## src/rtl/hist_frame_seq.sv

```systemverilog
// Frame-boundary sequencer for histogram RAM port B: dump bins into the CDF RAM, then clear them.
// Optional host single-word read port is built only when HIST_SEQ_HOST_PORT_EN is defined.
module hist_frame_seq #(
  parameter int CNT_W = 19
) (
  input  logic             clk,
  input  logic             rst_n,
  input  logic             vsync_in,
  output logic             his_rd_en,
  output logic             his_wr_en,
  output logic [7:0]       his_addr,
  input  logic [CNT_W-1:0] his_rd_data,
  output logic             cdf_wr_en,
  output logic [7:0]       cdf_addr,
  output logic [CNT_W-1:0] cdf_wr_data,
  output logic             cdf_done,
  output logic             cdf_valid,
  output logic             overrun,
  input  logic             host_req,
  input  logic [7:0]       host_addr,
  output logic             host_gnt,
  output logic             host_rd_valid,
  output logic [CNT_W-1:0] host_rd_data
);

`ifdef HIST_SEQ_HOST_PORT_EN
  typedef enum logic [1:0] {IDLE, DUMP, CLEAR, HOST} state_t;
`else
  typedef enum logic [1:0] {IDLE, DUMP, CLEAR} state_t;
`endif

  state_t           state_q;
  logic             vsync_q;
  logic             rd_en_q;
  logic             wr_en_q;
  logic [7:0]       addr_q;
  logic             rd_d1_q;
  logic [7:0]       addr_d1_q;
  logic [CNT_W-1:0] sum_q;
  logic             cdf_valid_q;
  logic             overrun_q;
  logic             gnt_q;
  logic             hvld_q;
  logic             rise;
  logic             done;

  assign rise = vsync_in & ~vsync_q;
  assign done = rd_d1_q & (addr_d1_q == 8'hFF);

  always_ff @(posedge clk or negedge rst_n) begin
    if (!rst_n) begin
      state_q     <= IDLE;
      vsync_q     <= 1'b0;
      rd_en_q     <= 1'b0;
      wr_en_q     <= 1'b0;
      addr_q      <= '0;
      rd_d1_q     <= 1'b0;
      addr_d1_q   <= '0;
      sum_q       <= '0;
      cdf_valid_q <= 1'b0;
      overrun_q   <= 1'b0;
      gnt_q       <= 1'b0;
      hvld_q      <= 1'b0;
    end else begin
      vsync_q   <= vsync_in;
      // RAM read data lags the address by one cycle; align the CDF write with it
      rd_d1_q   <= (state_q == DUMP);
      addr_d1_q <= (state_q == DUMP) ? addr_q : 8'd0;
      hvld_q    <= 1'b0;
      if (rd_d1_q) sum_q <= sum_q + his_rd_data;
      if (done) cdf_valid_q <= 1'b1;
      if (rise && (state_q != IDLE)) overrun_q <= 1'b1;

      case (state_q)
        IDLE: begin
          if (rise) begin
            state_q <= DUMP;
            addr_q  <= '0;
            sum_q   <= '0;
            rd_en_q <= 1'b1;
          end
`ifdef HIST_SEQ_HOST_PORT_EN
          else if (host_req) begin
            state_q <= HOST;
            addr_q  <= host_addr;
            rd_en_q <= 1'b1;
            gnt_q   <= 1'b1;
          end
`endif
        end
        DUMP: begin
          addr_q <= addr_q + 8'd1;
          if (addr_q == 8'hFF) begin
            state_q <= CLEAR;
            rd_en_q <= 1'b0;
            wr_en_q <= 1'b1;
          end
        end
        CLEAR: begin
          addr_q <= addr_q + 8'd1;
          if (addr_q == 8'hFF) begin
            state_q <= IDLE;
            wr_en_q <= 1'b0;
          end
        end
`ifdef HIST_SEQ_HOST_PORT_EN
        HOST: begin
          state_q <= IDLE;
          rd_en_q <= 1'b0;
          gnt_q   <= 1'b0;
          addr_q  <= '0;
          hvld_q  <= 1'b1;
        end
`endif
        default: begin
          state_q <= IDLE;
          rd_en_q <= 1'b0;
          wr_en_q <= 1'b0;
        end
      endcase
    end
  end

  assign his_rd_en   = rd_en_q;
  assign his_wr_en   = wr_en_q;
  assign his_addr    = addr_q;
  assign cdf_wr_en   = rd_d1_q;
  assign cdf_addr    = addr_d1_q;
  assign cdf_wr_data = rd_d1_q ? (sum_q + his_rd_data) : '0;
  assign cdf_done    = done;
  assign cdf_valid   = cdf_valid_q;
  assign overrun     = overrun_q;

`ifdef HIST_SEQ_HOST_PORT_EN
  assign host_gnt      = gnt_q;
  assign host_rd_valid = hvld_q;
  assign host_rd_data  = hvld_q ? his_rd_data : '0;
`else
  logic unused_host;
  assign unused_host   = &{1'b0, host_req, host_addr, gnt_q, hvld_q};
  assign host_gnt      = 1'b0;
  assign host_rd_valid = 1'b0;
  assign host_rd_data  = '0;
`endif

endmodule

```

## config.mk

```make
export PLATFORM = sky130hd
export DESIGN_NAME = hist_frame_seq
export DESIGN_NICKNAME = d
export VERILOG_FILES = /design/src/rtl/hist_frame_seq.sv
export SDC_FILE = /design/constraint.sdc
export NUM_CORES = 1
export LEC_CHECK = 0
export CAP_MARGIN = 10
export CORE_UTILIZATION = 47
export CTS_CLUSTER_DIAMETER = 50
export DETAILED_ROUTE_END_ITERATION = 16
export GPL_ROUTABILITY_DRIVEN = 0
export HOLD_SLACK_MARGIN = 0.12
export PLACE_DENSITY = 0.81
export SYNTH_ARGS = -nofsm -noshare
export SYNTH_HDL_FRONTEND = slang
export SYNTH_SLANG_ARGS = --single-unit
```

## constraint.sdc

```tcl
create_clock -name clk -period 3.65 [get_ports clk]
set_input_delay 0.5475 -clock clk [delete_from_list [all_inputs] [get_ports clk]]
set_output_delay 0.5475 -clock clk [all_outputs]
set_load 0.05 [all_outputs]
```

==> impl_metrics.toml, run 1 <==
[drt]
route.met2.wl_um = 3520
wl_per_cell_um = 14.6
drtIter0Drc = 138
vias = 2596
drc = 0
dr_wl_met3_um = 300
viasPerCell = 5.43
top_layer_used = "met4"
postRouteAntennaNets = 0
firstDrtPassIters = 4
routed_wl_um = 6990
wl_met1_um = 3090

[global_routing]
grt_util_all_layers = 0.211
grt_overflow = 0
grt_antenna_before_repair = 0
grt_pass1_wl_um = 10600
grt_start_max_net_pins = 44
grt_pass1_vias = 2335

[die]
start_util = 0.489
die-height_um = 80.5
design.core.area_um2 = 5920
placementRows = 28
die_w_um = 80.5
dieArea_um2 = 6480
io_pins = 93

[cts]
clockBufferDepth = 2
cts_buffers = 5
h-tree-depth = 2
clock-sinks = 43
ctsRootBufferMaster = "clkbuf_8"
clkLatencyLatePin_ns = 0.30
cts_tree = "yes"
clkSlewWorstSetupHoldPaths_ns = 0.10

[worst_setup_path]
worstReg2RegStart = "sum_q[0]"
cp_slowest_cell = "clkdlybuf4s50_1"
cp_max_fo = 6
cp-end-kind = "primary output"
path_buf_inv = 2
cpPeakStageDelay_ns = 0.41
crit_path_start_kind = "input port"
worstPathArrival_ns = 3.09
crit_type = "in2out"
required_ns = 3.10
crit_family = "compound AO/OA/AOI/OAI gates"
path_cells = "clkdlybuf4s50_1 -> ha_2 -> o21ai_1 -> o211ai_1 -> nand2_1 -> o21a_1 -> o311a_1 -> or3_4 -> nand2_4 -> buf_12"
crit_path_start = "his_rd_data[3]"

[finish]
fillCellCount = 487
drive_above_1_share = 0.149
n_antenna_cell = 0
multi_input_area_um2 = 1720
regArea_um2 = 1080
fin_util = 0.657
finalNetCount = 456
area_growth_pct = 34.4

[run]
maxCapViolCount = 0

[worst_hold_path]
hold_class = "in2async"

[power]
leakagePower_nw = 1.80
vdd_drop_max_uv = 965
power.density_nw_per_um2 = 1090

[yosys]
synthAdderAreaFrac = 0.102
synth.area.mux_share = 0.0289
postSynth.asyncResetShare = 1.00
synth_seq_cells = 43
ys.flop_type = "dfrtp_1"
synth-compound-area-share = 0.196
synthCells = 325
avgSynthCellArea_um2 = 8.91
synth_top_family_by_area = "compound AO/OA/AOI/OAI gates"
netlist_area_um2 = 2900
synth_warnings = 0
synth_edf_count = 0
ys_seq_area_frac = 0.371
synth-xor-area-share = 0.0363
ys_types = 43
yosys.area_share.simple = 0.187

[sta]
finClkSkew_ns = 0.0118
worst_pin_slew_ns = 0.989
fin_crit_sh = 0.997
fmax_ghz = 0.275
relSlewSlack = 0.341
hold_viol = 0
setup_viol = 0
setup_tns_ns = 0
final_max_slew_viol_count = 0
period_needed_ns = 3.64

[run_status]
status = "complete, no violations"

[place]
post-dp-hpwl_um = 4850
port_buffers = 62
synth_stat cells (all sizes together) (2+ instances only):
master | instances | share of area
nand2 | 20 | 0.026
mux2 | 3 | 0.012
a22o | 6 | 0.018
ha | 22 | 0.095
and2 | 17 | 0.037
o21bai | 2 | 0.0052
mux2i | 5 | 0.017
clkbuf | 7 | 0.0091
nand3 | 9 | 0.016
a21oi | 24 | 0.041
dfrtp | 43 | 0.37
a221oi | 2 | 0.0082
xor2 | 8 | 0.024
o21ai | 23 | 0.041
nand4 | 2 | 0.0043
nor3 | 11 | 0.019
xnor2 | 4 | 0.012
or2 | 3 | 0.0065
nand2b | 4 | 0.0086
a21o | 7 | 0.018
and3 | 7 | 0.015
buf | 23 | 0.058
a211oi | 5 | 0.013
nor2b | 2 | 0.0043
o21a | 9 | 0.023
nor2 | 36 | 0.047
inv | 7 | 0.0091
o211ai | 3 | 0.0078
per-stage QoR:
stage,hold WS [ns],total power [W],instance area [um^2],std cells,setup WS (ns)
after floorplan,0.252,0.00258,2970,345,0.325
after global placement,0.460,0.00373,3710,464,0.00442
after detailed placement,0.468,0.00379,3710,464,-0.0660
after CTS,0.438,0.00413,3800,472,-0.0408
after global routing,0.472,0.00448,3890,478,-0.0574
final,0.398,0.00425,3890,478,0.0113
cell type report:
class,instances,share of cell area
Clock buffer,5,0.0177
Clock inverter,3,0.00611
Inverter,7,0.00675
Multi-Input combinational cell,265,0.441
Sequential cell,43,0.276
Tap cell,75,0.0241
Timing Repair Buffer,80,0.228
worst register-to-register path, delay by kind of cell (launching register included):
kind,cells,cell delay (ns)
simple gates,2,0.56
flops,1,0.40
fa+ha+maj,2,0.58
buf+inv,2,0.27
compound gates,5,0.81
what timing repair did:
action / 4_1_cts / 5_1_grt
resized for setup: 1 / 10
buffers inserted: 0 / 6
pin swaps: 1 / 11
setup endpoints to repair: 3 / 7
hold buffers: 0 / 0
state kept, by name, indices dropped and copies added (netlist names):
name       cells
vsync_q        1
his_wr_en      1
overrun        1
state_q        2
sum_q         19
cdf_wr_en      1
cdf_addr       8
his_rd_en      1
his_addr       8
cdf_valid      1
report_power, final:
group / internal (W) / switching (W)
sequential: 0.000597 / 0.0000710
combinational: 0.00144 / 0.00182
clock: 0.000137 / 0.000189
worst paths after layout:
check	endpoint	slack [ns]	depth (start not counted)
worst max register to register	sum_q[18]	0.97	11
worst min-delay path	sum_q[12]	0.40	1
worst min register to register	cdf_valid	0.49	1
min in group clk	cdf_valid	0.49	1
worst max-delay path	cdf_wr_data[18]	0.01	10
max in group asynchronous	sum_q[17]	2.63	1
cells in the final DEF (no fill, tap or decap), types with 5 or more instances in the layout:
| master | Yosys | layout |
|---|---|---|
| buf_4 | 22 | 21 |
| dfrtp_1 | 43 | 43 |
| a21o_1 | 7 | 7 |
| inv_1 | 7 | 7 |
| and3_1 | 7 | 7 |
| nand2_1 | 20 | 19 |
| buf_12 | 0 | 14 |
| nand3_1 | 9 | 9 |
| a22o_1 | 6 | 6 |
| xor2_1 | 8 | 8 |
| and2_1 | 17 | 17 |
| o21ai_0 | 21 | 20 |
| ha_1 | 22 | 19 |
| o21a_1 | 9 | 9 |
| a21oi_1 | 24 | 24 |
| nor3_1 | 11 | 11 |
| mux2i_1 | 5 | 5 |
| clkdlybuf4s50_1 | 0 | 43 |
| nor2_1 | 36 | 36 |
| clkbuf_8 | 0 | 5 |
| conb_1 | 1 | 21 |
per-layer routing:
metal | track usage | vias to the layer above
met5 | 0 | -
met4 | 0.0536 | 0
met3 | 0.0443 | 10
met2 | 0.369 | 80
met1 | 0.261 | 1241
li1 | - | 1265
logic make-up after synthesis:
group | Yosys count
and+or+nand+nor | 113
AOI/OAI and AO/OA | 88
DFF | 43
buffers and inverters | 37
adders and majority gates | 23
xor gates and xnor gates | 12
muxes | 8
other | 1
(Power assumes the default switching activity.)
==> run 2: changes to the inputs <==
--- a/config.mk
+++ b/config.mk
@@ -8,6 +8,7 @@
 export CAP_MARGIN = 10
 export CORE_UTILIZATION = 47
 export CTS_CLUSTER_DIAMETER = 50
+export CTS_CLUSTER_SIZE = 28
 export DETAILED_ROUTE_END_ITERATION = 16
 export GPL_ROUTABILITY_DRIVEN = 0
 export HOLD_SLACK_MARGIN = 0.12
==> results of run 2 <==
No change in the layout: final DEF, timing and power equal those of run 1.
